===== src/rtl/axi2amm_pkg.sv =====
// Shared types and constants for the AXI4-Lite to Avalon-MM bridge.
package axi2amm_pkg;

  typedef enum logic [2:0] {
    StIdle,
    StWr,
    StRd,
    StBresp,
    StRresp
  } state_e;

  typedef enum logic {
    GWr,
    GRd
  } grant_e;

  localparam logic [1:0] RespOkay = 2'b00;

endpackage


===== src/rtl/axi2amm_hold.sv =====
// One-entry holding buffer for a single AXI request channel.
module axi2amm_hold #(
  parameter int unsigned Width = 32
) (
  input  logic             clk,
  input  logic             reset_n,
  input  logic             load,
  input  logic             clear,
  input  logic [Width-1:0] din,
  output logic [Width-1:0] data,
  output logic             full,
  output logic             ready
);

  logic [Width-1:0] data_q;
  logic             full_q;

  // Load takes priority so a clear and a refill on the same edge keep the new entry.
  always_ff @(posedge clk or negedge reset_n) begin
    if (!reset_n) begin
      data_q <= '0;
      full_q <= 1'b0;
    end else if (load) begin
      data_q <= din;
      full_q <= 1'b1;
    end else if (clear) begin
      full_q <= 1'b0;
    end
  end

  assign data  = data_q;
  assign full  = full_q;
  assign ready = ~full_q;

endmodule


===== src/rtl/axi2amm.sv =====
// AXI4-Lite slave to Avalon-MM master bridge; one AMM transfer outstanding at a time.
module axi2amm
  import axi2amm_pkg::*;
#(
  parameter int unsigned P_ASIZE  = 32,
  parameter int unsigned P_DBYTES = 4
) (
  input  logic                  clk,
  input  logic                  reset_n,
  input  logic [P_ASIZE-1:0]    axi_awaddr,
  input  logic                  axi_awvalid,
  output logic                  axi_awready,
  input  logic [P_DBYTES*8-1:0] axi_wdata,
  input  logic [P_DBYTES-1:0]   axi_wstrb,
  input  logic                  axi_wvalid,
  output logic                  axi_wready,
  output logic [1:0]            axi_bresp,
  output logic                  axi_bvalid,
  input  logic                  axi_bready,
  input  logic [P_ASIZE-1:0]    axi_araddr,
  input  logic                  axi_arvalid,
  output logic                  axi_arready,
  output logic [P_DBYTES*8-1:0] axi_rdata,
  output logic [1:0]            axi_rresp,
  output logic                  axi_rvalid,
  input  logic                  axi_rready,
  output logic [P_ASIZE-1:0]    amm_address,
  output logic [P_DBYTES*8-1:0] amm_writedata,
  output logic [P_DBYTES-1:0]   amm_byteenable,
  output logic                  amm_write,
  output logic                  amm_read,
  input  logic [P_DBYTES*8-1:0] amm_readdata,
  input  logic                  amm_waitrequest
);

  localparam int unsigned DataW = P_DBYTES * 8;
  localparam logic [P_ASIZE-1:0] AddrMask = ~(P_ASIZE'(P_DBYTES - 1));

  state_e state_q, state_d;
  grant_e last_grant_q;
  logic   grant_wr, grant_rd;

  logic [P_ASIZE-1:0]        aw_data, ar_data;
  logic [DataW+P_DBYTES-1:0] w_data;
  logic                      aw_full, w_full, ar_full;
  logic                      wr_elig, rd_elig;

  logic [P_ASIZE-1:0]  addr_q;
  logic [DataW-1:0]    wdata_q, rdata_q;
  logic [P_DBYTES-1:0] be_q;

  axi2amm_hold #(.Width(P_ASIZE)) u_aw_hold (
    .clk     (clk),
    .reset_n (reset_n),
    .load    (axi_awvalid && axi_awready),
    .clear   (grant_wr),
    .din     (axi_awaddr),
    .data    (aw_data),
    .full    (aw_full),
    .ready   (axi_awready)
  );

  axi2amm_hold #(.Width(DataW + P_DBYTES)) u_w_hold (
    .clk     (clk),
    .reset_n (reset_n),
    .load    (axi_wvalid && axi_wready),
    .clear   (grant_wr),
    .din     ({axi_wstrb, axi_wdata}),
    .data    (w_data),
    .full    (w_full),
    .ready   (axi_wready)
  );

  axi2amm_hold #(.Width(P_ASIZE)) u_ar_hold (
    .clk     (clk),
    .reset_n (reset_n),
    .load    (axi_arvalid && axi_arready),
    .clear   (grant_rd),
    .din     (axi_araddr),
    .data    (ar_data),
    .full    (ar_full),
    .ready   (axi_arready)
  );

  assign wr_elig = aw_full && w_full;
  assign rd_elig = ar_full;

  always_ff @(posedge clk or negedge reset_n) begin
    if (!reset_n) begin
      state_q <= StIdle;
    end else begin
      state_q <= state_d;
    end
  end

  // When both are eligible, the side not granted last time wins.
  always_comb begin
    state_d  = state_q;
    grant_wr = 1'b0;
    grant_rd = 1'b0;
    unique case (state_q)
      StIdle: begin
        if (wr_elig && (!rd_elig || last_grant_q == GRd)) begin
          grant_wr = 1'b1;
          state_d  = StWr;
        end else if (rd_elig) begin
          grant_rd = 1'b1;
          state_d  = StRd;
        end
      end
      StWr:    if (!amm_waitrequest) state_d = StBresp;
      StRd:    if (!amm_waitrequest) state_d = StRresp;
      StBresp: if (axi_bready)       state_d = StIdle;
      StRresp: if (axi_rready)       state_d = StIdle;
      default: state_d = StIdle;
    endcase
  end

  // Reset value GRd makes the first contended grant go to the write side.
  always_ff @(posedge clk or negedge reset_n) begin
    if (!reset_n) begin
      last_grant_q <= GRd;
      addr_q       <= '0;
      wdata_q      <= '0;
      be_q         <= '0;
      rdata_q      <= '0;
    end else begin
      if (grant_wr) begin
        last_grant_q <= GWr;
        addr_q       <= aw_data & AddrMask;
        wdata_q      <= w_data[DataW-1:0];
        be_q         <= w_data[DataW+P_DBYTES-1:DataW];
      end else if (grant_rd) begin
        last_grant_q <= GRd;
        addr_q       <= ar_data & AddrMask;
      end
      if (state_q == StRd && !amm_waitrequest) begin
        rdata_q <= amm_readdata;
      end
    end
  end

  always_comb begin
    amm_write      = (state_q == StWr);
    amm_read       = (state_q == StRd);
    axi_bvalid     = (state_q == StBresp);
    axi_rvalid     = (state_q == StRresp);
    axi_bresp      = RespOkay;
    axi_rresp      = RespOkay;
    amm_address    = addr_q;
    amm_writedata  = wdata_q;
    amm_byteenable = be_q;
    axi_rdata      = rdata_q;
  end

endmodule


===== config.mk =====
export PLATFORM = sky130hd
export DESIGN_NAME = axi2amm
export DESIGN_NICKNAME = d
export VERILOG_FILES = /design/src/rtl/axi2amm_pkg.sv /design/src/rtl/axi2amm_hold.sv /design/src/rtl/axi2amm.sv
export SDC_FILE = /design/constraint.sdc
export NUM_CORES = 1
export LEC_CHECK = 0
export CAP_MARGIN = 25
export CORE_UTILIZATION = 51
export DETAILED_ROUTE_END_ITERATION = 16
export GPL_TIMING_DRIVEN = 0
export PLACE_DENSITY = 0.95
export SYNTH_ARGS = -nofsm -noshare
export SYNTH_HDL_FRONTEND = slang
export SYNTH_HIERARCHICAL = 1
export SYNTH_SLANG_ARGS = --single-unit

===== constraint.sdc =====
create_clock -name clk -period 3.3 [get_ports clk]
set_input_delay 0.495 -clock clk [delete_from_list [all_inputs] [get_ports clk]]
set_output_delay 0.495 -clock clk [all_outputs]
set_load 0.01 [all_outputs]

After elaboration in Yosys (flattened, before gate mapping):

Index checks and enable logic that the tools add are counted.

* bits in latches: 0
* memories kept: 0
* bits in writable memories: 0
* logic and storage cells: 60
* memory bits (read-only): 0
* output and inout port bits: 111
* register bits: 207
* bits of input ports: 140

* multipliers: 0
* reductions and logical operators: 15
* div/mod/pow operators: 0
* equal/unequal tests: 9
* magnitude comparators: 0
* muxes and demuxes: 21
* shift-type cells: 0
* bitwise operators: 3
* add/subtract/negate cells: 0

Operators with widths (count)
* two-way mux 32 bit: 2
* two-way mux 3 bit: 6
* one-hot mux 3 bit (5 select lines): 1
* two-way mux 1 bit: 12
* nonzero test 2 bit: 4
* == test 3 x 2 -> 1 bit, second input constant: 2
* logical AND 1 bit: 6
* AND reduction 5 bit: 1
* != test 2 x 1 -> 1 bit, second input constant: 2
* != test 2 bit, second input constant: 2
* == test 3 x 1 -> 1 bit, second input constant: 1
* == test 3 bit, second input constant: 1
* zero test 3 bit: 1
* != test 3 x 2 -> 1 bit, second input constant: 1
* inverter 1 bit: 3
* zero test 1 bit: 2
* logical OR 1 bit: 1

Longest topological paths before layout:

* word-level depth: 7
* gate-level depth with buffers: 6
* gate-level depth less buffers: 4

Modules after synthesis:

Netlist, hierarchy kept.

By module, submodules not included
* axi2amm: times used 1, seq. area each 2553.7 um^2, cells each 317, area an instance 4212.8 um^2
* axi2amm_hold at u_ar_hold ...: times used 2, seq. area each 825.8 um^2, cells each 71, area an instance 1377.6 um^2
* axi2amm_hold at u_w_hold: times used 1, seq. area each 925.9 um^2, cells each 79, area an instance 1522.7 um^2

Worst setup path before layout:

Ideal clock, no wire load.

* path kind: register to register
* from: register state_q[1]
* to: register wdata_q[14] (netlist: amm_writedata[14])
* path slack: 1.629 ns
* setup time: 0.127 ns
* data arrival time: 1.543 ns
* required time: 3.173 ns
* cell stages (with the launch flop): 6
* period minus slack after synthesis: 1.671 ns
* buffers on the path: 2
* cell sequence: dfrtp_1 or3_4 nor2_4 buf_6 buf_12 mux2_1

* longest elaborated chain between the ends: 2

RTL lines
* start: declaration: line axi2amm.sv:39 `state_e state_q, state_d;`
* start signal: assignment: line axi2amm.sv:90 `state_q <= StIdle;`
* start signal: assignment: line axi2amm.sv:92 `state_q <= state_d;`
* zero test 3 bit: line axi2amm.sv:101 `unique case (state_q)`
* two-way mux 1 bit: line axi2amm.sv:101
* end signal: assignment: line axi2amm.sv:131 `wdata_q <= w_data[DataW-1:0];`
* end: declaration: line axi2amm.sv:49 `logic [DataW-1:0] wdata_q, rdata_q;`

No other way between the ends.
A chain may end at the register's enable or synchronous reset.

Worst setup path after layout:

* from: register state_q[0]
* to: output port axi_rvalid

* longest elaborated chain between the ends: 1

RTL lines
* == test 3 bit: line axi2amm.sv:147 `axi_rvalid = (state_q == StRresp);`
* end: declaration: line axi2amm.sv:25 `output logic axi_rvalid,`

No other way between the ends.

==> results.yml <==
clock_tree:
  cts_tree: "yes"
  htreeDepth: 1
  cts_sinks: 201
  holdBufCountCts: 0
  cts_setup_buffers: 0
  numCtsBuffers: 22
  clock_latency_ns: 0.49
  clk_pin_slew_ns: 0.06
  cts_root_buf: "clkbuf_16"
  cts_buffer_depth: 3
  cts_resized: 0
floorplanning:
  die_h_um: 130
  die_area_um2: 16800
  placementRows: 46
  start_util_pct: 52.3
  die_w_um: 130
  ioPinCount: 251
  core_area_um2: 15900
power:
  p_leak_nw: 5.11
  finalPower_mw: 12.3
  power_density_nw_per_um2: 1050
  vdd_drop_max_uv: 625
routing:
  met2_length_um: 10300
  drcViolationCount: 0
  drtAntennaViolNets: 0
  num_vias: 5322
  via_per_inst: 5.17
  top_layer: "met4"
  drt_pass1_iterations: 4
  wl_per_cell_um: 19.6
  first_iter_violations: 276
  wirelength_um: 20100
  met3WireLength_um: 1340
  drt-met1-wl_um: 7990
sta:
  hold_violations: 0
  final-max-slew-violation-count: 0
  setup_viol: 0
  max_slew_margin_pct: 38.6
  rsz0062_at_grt: "false"
  fmax_mhz: 415
  finalCriticalPeriod_ns: 2.41
  tightest_slew_ns: 0.922
  fin_crit_sh_pct: 73.0
  postLayoutSetupSlackWorst_ns: 0.891
  clock_skew_ns: 0.0170
  holdWs_ns: 0.0594
finish:
  antenna_cells: 0
  drive_gt1_share_pct: 28.4
  syn2layout_area_growth_pct: 41.5
  finish.utilization_pct: 73.9
  nets: 940
global_route:
  grt_overflow_total: 0
  grt_pass1_wl_um: 30900
  grt_pass1_vias: 5794
  antenna_found_initial: 0
  grt_max_degree: 124
  grt.total_usage_pct: 23.8
worst_hold_path:
  hold_path_class: "input port to async pin"
setup_path:
  worst-setup-path-type: "flip-flop to output port"
  endpoint_kind: "output port"
  startpoint_type: "flip-flop"
  cp.required_ns: 2.80
  crit_arrival_ns: 1.91
  crit_fanout: 7
flow_run:
  drv_cap: 0
placement:
  place_congestion: 0.798
  port_buffers: 240
  dp.final_hpwl_um: 13800
  place_ws_ns: 1.23
synth:
  postSynthAreaPerCell_um2: 15.7
  ys.warnings.count: 6
  syn_inst: 530
  syn_area_um2: 8330
status:
  status: "finished, final reports clean"
worst paths after layout:
kind,start,endpoint,slack (ns),depth (start not counted)
setup reg to reg,state_q[2]$_DFFE_PN0P_,amm_address[7]$_DFFE_PN0P_,1.44,3
setup / recovery,state_q[0]$_DFFE_PN0P_,axi_rvalid,0.89,2
min in group clk,u_w_hold/data[7]$_DFFE_PN0P_,amm_writedata[7]$_DFFE_PN0P_,0.50,1
hold reg to reg,u_w_hold/data[7]$_DFFE_PN0P_,amm_writedata[7]$_DFFE_PN0P_,0.50,1
max in group asynchronous,reset_n,axi_rdata[12]$_DFFE_PN0P_,2.28,2
hold / removal,reset_n,amm_address[16]$_DFFE_PN0P_,0.06,1
cell type report:
cell class	count	area [um^2]
repair buffers	241	2430
well taps	216	270
fillers	970	4160
flip-flops and latches	201	5030
inverters	6	22.5
plain buffers	37	389
multi-input cells	291	2910
clock buffers	31	646
clock inverters	7	87.6
through the flow:
stage                     instance area (um^2)  TNS (ns)  std cells
after floorplan                           8350         0        535
after global placement                   11000  -1265.54        991
after detailed placement                 11100         0        992
after CTS                                11800         0       1030
after global routing                     11800         0       1030
final                                    11800         0       1030
layout by cell type (no fill, tap or decap), types with 10 or more instances in the layout:
cell type and instances:
clkdlybuf4s50_1 239, dfrtp_1 200, mux2_4 101, mux2_2 61, nor2_1 35, a21oi_1 33
o22ai_1 30, clkbuf_16 23, clkbuf_1 13, buf_12 11, buf_4 10
worst max-delay path, stage by stage (launching register included):
cell             delay [ns]
dfrtp_1                0.46
nor3b_1                0.34
clkdlybuf4s50_1        0.62
metal layers:
layer	up-vias	track usage (%)
met4	0	7.93
met2	187	41.4
met1	2692	29.3
met3	39	5.54
met5	-	0
li1	2404	-
state kept, by name, summed over array words and instances, names as in the netlist:
register / count
u_w_hold/data: 36
u_ar_hold/data: 30
u_aw_hold/full: 1
amm_address: 30
state_q: 3
u_w_hold/full: 1
axi_rdata: 32
amm_byteenable: 4
amm_writedata: 32
last_grant_q: 1
u_ar_hold/full: 1
u_aw_hold/data: 30
power by group:
part	switching [mW]	leakage [nW]	internal, mW	total, mW
clock network	0.943	0.361	1.51	2.46
registers	0.783	2.35	3.75	4.54
logic	2.13	2.39	3.22	5.35
total	3.86	5.11	8.48	12.3
Power figures use the tool's default switching activity.
